### src/rtl/spram_cmd_engine.sv
// spram_cmd_engine: SPI byte-command front end driving one SB_SPRAM256KA.
// Opcode 0x02 writes and 0x03 reads auto-incrementing 16-bit words, low byte first.
module spram_cmd_engine (
  input  logic        clk,
  input  logic        rst,
  input  logic        cs_active,
  input  logic        rx_valid,
  input  logic [7:0]  rx_byte,
  output logic [7:0]  tx_byte,
  output logic        mem_cs,
  output logic        mem_wren,
  output logic [3:0]  mem_maskwren,
  output logic [13:0] mem_addr,
  output logic [15:0] mem_wdata,
  input  logic [15:0] mem_rdata,
  output logic        frame_err
);
  typedef enum logic [2:0] {IDLE, ADDR_HI, ADDR_LO, WR_DATA, RD_DATA, DISCARD} state_t;
  state_t state, state_n;
  logic [13:0] addr;
  logic [7:0]  lo;
  logic [15:0] stage;
  logic        have_lo, is_rd, phase, rd_q, ld_tx;
  logic        take, fin, known;
  // a byte arriving alongside chip-select release is still consumed before the frame ends
  always_comb begin
    take = rx_valid && (cs_active || state != IDLE);
    fin = !take && !cs_active && state != IDLE;
    known = rx_byte == 8'h02 || rx_byte == 8'h03;
    state_n = state;
    if (fin) state_n = IDLE;
    else if (take)
      case (state)
        IDLE:    state_n = known ? ADDR_HI : DISCARD;
        ADDR_HI: state_n = ADDR_LO;
        ADDR_LO: state_n = is_rd ? RD_DATA : WR_DATA;
        default: state_n = state;
      endcase
  end
  always_ff @(posedge clk or posedge rst)
    if (rst) state <= IDLE;
    else state <= state_n;
  always_ff @(posedge clk or posedge rst)
    if (rst) begin
      addr <= '0;
      lo <= '0;
      stage <= '0;
      have_lo <= 1'b0;
      is_rd <= 1'b0;
      phase <= 1'b0;
      rd_q <= 1'b0;
      ld_tx <= 1'b0;
      tx_byte <= '0;
      mem_cs <= 1'b0;
      mem_wren <= 1'b0;
      mem_maskwren <= '0;
      mem_addr <= '0;
      mem_wdata <= '0;
      frame_err <= 1'b0;
    end else begin
      mem_cs <= 1'b0;
      mem_wren <= 1'b0;
      mem_maskwren <= '0;
      rd_q <= mem_cs && !mem_wren;
      // read data lands the cycle after the access; only the frame's first word goes straight out
      if (rd_q) begin
        stage <= mem_rdata;
        ld_tx <= 1'b0;
        if (ld_tx && state == RD_DATA) tx_byte <= mem_rdata[7:0];
      end
      if (fin) begin
        tx_byte <= '0;
        have_lo <= 1'b0;
        ld_tx <= 1'b0;
        if (state == WR_DATA && have_lo) begin
          mem_cs <= 1'b1;
          mem_wren <= 1'b1;
          mem_maskwren <= 4'b0011;
          mem_addr <= addr;
          mem_wdata <= {8'h00, lo};
        end
      end else if (take)
        case (state)
          IDLE: begin
            frame_err <= !known;
            is_rd <= rx_byte == 8'h03;
          end
          ADDR_HI: addr[13:8] <= rx_byte[5:0];
          ADDR_LO: begin
            addr[7:0] <= rx_byte;
            have_lo <= 1'b0;
            phase <= 1'b0;
            if (is_rd) begin
              mem_cs <= 1'b1;
              mem_addr <= {addr[13:8], rx_byte};
              ld_tx <= 1'b1;
            end
          end
          WR_DATA:
            if (!have_lo) begin
              lo <= rx_byte;
              have_lo <= 1'b1;
            end else begin
              mem_cs <= 1'b1;
              mem_wren <= 1'b1;
              mem_maskwren <= 4'b1111;
              mem_addr <= addr;
              mem_wdata <= {rx_byte, lo};
              addr <= addr + 14'd1;
              have_lo <= 1'b0;
            end
          RD_DATA: begin
            phase <= !phase;
            tx_byte <= phase ? stage[7:0] : stage[15:8];
            if (!phase) begin
              mem_cs <= 1'b1;
              mem_addr <= addr + 14'd1;
              addr <= addr + 14'd1;
            end
          end
          default: ;
        endcase
    end
endmodule

### config.mk
export PLATFORM = sky130hd
export DESIGN_NAME = spram_cmd_engine
export DESIGN_NICKNAME = d
export VERILOG_FILES = /design/src/rtl/spram_cmd_engine.sv
export SDC_FILE = /design/constraint.sdc
export NUM_CORES = 1
export LEC_CHECK = 0
export CAP_MARGIN = 40
export CORE_MARGIN = 1
export CORE_UTILIZATION = 40
export DETAILED_ROUTE_END_ITERATION = 10
export DONT_BUFFER_PORTS = 1
export GPL_TIMING_DRIVEN = 0
export PLACE_DENSITY = 0.58
export SLEW_MARGIN = 40
export SYNTH_ARGS = -nofsm -noshare
export SYNTH_HDL_FRONTEND = slang
export SYNTH_SLANG_ARGS = --single-unit
### constraint.sdc
create_clock -name clk -period 6.7 [get_ports clk]
set_input_delay 0.67 -clock clk [delete_from_list [all_inputs] [get_ports clk]]
set_output_delay 0.67 -clock clk [all_outputs]
set_load 0.02 [all_outputs]
==> results.py <==
metrics = {
    "sta": {
        "fin_skew_ns": 0.0110,
        "period_needed_ns": 2.31,
        "fmax_ghz": 0.432,
        "slew_violations": 0,
        "finalHoldViolCount": 0,
        "fin_tns_setup_ns": 0,
        "slew_headroom_pct": 58.1,
        "worst_pin_slew_ns": 0.628,
        "rsz0062_at_grt": "false",
        "fin_crit_sh_pct": 34.5,
        "setup_viol": 0,
    },
    "clock_network": {
        "cts_tree": "yes",
        "h-tree-depth": 3,
        "cts_buffer_depth": 2,
        "holdBufCountCts": 0,
        "cts_made_buffers": 9,
        "ctsRootBufferMaster": "clkbuf_16",
        "numClockSinks": 88,
        "clkTransAtPathRegs_ns": 0.06,
        "clock_latency_ns": 0.34,
        "cts_resized": 0,
        "post_cts_buffers": 0,
    },
    "run": {
        "max_cap_violations": 0,
    },
    "synth": {
        "yosys-top-cells-count": "88 x dfrtp_1, 47 x nand2_1, 29 x mux2_2",
        "synth-main-ff-cell": "dfrtp_1",
        "ys_ff_latch": 88,
        "synthCells": 435,
        "synth_top_area_cell": "dfrtp_1",
        "synth.cell_area_um2": 4570,
        "synth.distinct_cells": 62,
        "synth_area_leaders": "dfrtp_1 48%, mux2_2 7.1%, nand2_1 3.9%",
        "yosysSeqAreaShare_pct": 48.2,
        "synth_top_area_share_pct": 48.2,
        "synth.most_common_cell": "dfrtp_1",
        "ys_warn_count": 0,
        "syn_nets": 464,
        "synth_area_per_cell_um2": 10.5,
        "synth_edf_count": 0,
        "synthArstFlopShare_pct": 100,
    },
    "die": {
        "die_area_um2": 11900,
        "fp.dieW_um": 109,
        "die_h_um": 109,
        "io_pins": 73,
        "initial_core_util_pct": 41.6,
        "coreArea_um2": 11000,
        "rows": 38,
    },
    "setup_path": {
        "path_cells": "buf_2 -> clkbuf_1 -> nor3_1 -> clkbuf_1 -> o21ai_0 -> mux2_4",
        "path_class": "in2reg",
        "r2r_slack_ns": 4.51,
        "worstRegToRegCells": 5,
        "worst_setup_path_end_kind": "flop",
        "critPathLaunchType": "input port",
        "required_ns": 6.93,
        "crit_path_max_incr_delay_ns": 0.50,
        "cp_common_cell": "clkbuf_1",
        "cpLargestDelayFamily": "buffers and inverters",
        "cp_max_fo": 10,
        "r2r_end": "mem_addr[0]",
        "crit_arrival_ns": 2.54,
        "slowest_stage": "clkbuf_1",
        "worstReg2RegStart": "state[2]",
        "path_buf_inv": 3,
    },
    "global_routing": {
        "grt_usage_pct": 20.1,
        "grt_overflow": 0,
        "grt_pass1_wl_um": 18000,
        "grt_max_degree": 47,
        "grt_pass1_vias": 3369,
        "globalRouteMet3Util_pct": 5.56,
        "antenna_found_initial": 0,
        "grtUsageMet1_pct": 28.2,
        "busiest_layer": "met2",
        "use_met2_pct": 29.2,
    },
    "finish": {
        "diodes": 0,
        "synthToLayoutAreaGrowth_pct": 11.0,
        "drive_gt1_share_pct": 18.6,
        "post-route-util_pct": 46.2,
        "final_net_count": 476,
        "fillers": 1019,
    },
    "drt": {
        "route.vias.total": 3459,
        "postRouteAntennaNets": 0,
        "vias_per_cell": 5.85,
        "drc": 0,
        "routed_wl_um": 11200,
        "wl_per_cell_um": 18.9,
        "drt_iter0_markers": 322,
        "drtPass1Iterations": 5,
    },
    "power": {
        "peakVddDrop_v": 0.000216,
        "leakage_nw": 2.19,
        "cellPowerDensity_nw_per_um2": 496,
    },
    "placement": {
        "hpwlAfterDp_um": 7930,
        "io_buffers": 0,
        "finalWeightedCongestion": 0.907,
    },
    "outcome": {
        "status": "finished clean",
    },
    "hold_path": {
        "hp-class": "in2async",
    },
}
==> flip-flops by register name, indices dropped and copies added, names as in the netlist <==
register	flops
is_rd	1
phase	1
frame_err	1
tx_byte	8
stage	16
rd_q	1
ld_tx	1
addr	14
mem_cs	1
mem_wdata	16
have_lo	1
mem_maskwren	2
mem_addr	14
state	3
lo	8
==> cells in the final DEF (no fill, tap or decap), types with 6 or more instances in the layout <==
| master | netlist | layout |
|---|---|---|
| clkbuf_16 | 0 | 9 |
| mux2_2 | 29 | 29 |
| dfrtp_1 | 88 | 88 |
| a22o_1 | 13 | 13 |
| mux2i_1 | 12 | 12 |
| nor2b_1 | 11 | 11 |
| mux2_4 | 9 | 9 |
| nor3_1 | 13 | 13 |
| buf_2 | 8 | 8 |
| clkbuf_1 | 11 | 12 |
| nand3_1 | 12 | 12 |
| nand2_1 | 47 | 47 |
| inv_1 | 10 | 9 |
| xnor2_1 | 6 | 6 |
| nor2_1 | 25 | 25 |
| a21oi_1 | 15 | 15 |
| a211oi_1 | 16 | 16 |
| o21ai_0 | 17 | 17 |
==> where the power goes <==
group	internal [mW]	switching [mW]	total [mW]	leakage [nW]
combinational	0.472	0.523	0.995	0.938
sequential	0.746	0.265	1.01	1.11
clock	0.299	0.208	0.507	0.146
==> logic make-up after synthesis <==
| group | Yosys count | synth area share [%] |
|---|---|---|
| fa+ha+maj | 1 | 0.274 |
| buf+inv | 42 | 4.77 |
| mux | 50 | 12.7 |
| simple gates | 140 | 15.8 |
| xor+xnor | 7 | 1.34 |
| compound gates | 107 | 16.8 |
| flops | 88 | 48.2 |
==> layer usage <==
metal / part of all wire, % / up-vias / wire length (µm)
met4: 1.9 / 0 / 214
met2: 44 / 149 / 4860
li1: - / 1599 / -
met1: 46 / 1693 / 5180
met5: 0 / - / 0
met3: 8.1 / 18 / 905
==> worst max path at each step <==
stage                   from  cells past startpoint           end
floorplan                rst                      1       addr[0]
global placement         rst                      1  mem_addr[13]
detailed placement  rx_valid                      6   mem_addr[0]
CTS                 rx_valid                      6   mem_addr[0]
global route        rx_valid                      6   mem_addr[0]
finish              rx_valid                      6   mem_addr[0]
==> cell type report <==
class | count | area (µm²) | share of cell area (%)
clock inverters | 4 | 52.6 | 1.04
clock buffers | 11 | 243 | 4.79
flip-flops and latches | 88 | 2200 | 43.4
inverters | 11 | 46.3 | 0.913
well taps | 140 | 175 | 3.45
plain buffers | 31 | 176 | 3.48
multi-input cells | 305 | 2150 | 42.4
repair buffers | 1 | 27.5 | 0.543
==> per-stage QoR <==
stage / hold slack [ns] / power, mW / setup WS (ns) / area (µm²) / cells
after global routing: 0.228 / 2.68 / 4.31 / 5070 / 591
after detailed placement: 0.456 / 2.01 / 4.05 / 4780 / 576
final: 0.197 / 2.51 / 4.39 / 5070 / 591
after CTS: 0.208 / 2.52 / 4.41 / 5070 / 591
after floorplan: 0.435 / 1.77 / 3.75 / 4570 / 435
after global placement: 0.452 / 1.98 / 2.70 / 4740 / 575
(Power assumes the default switching activity.)
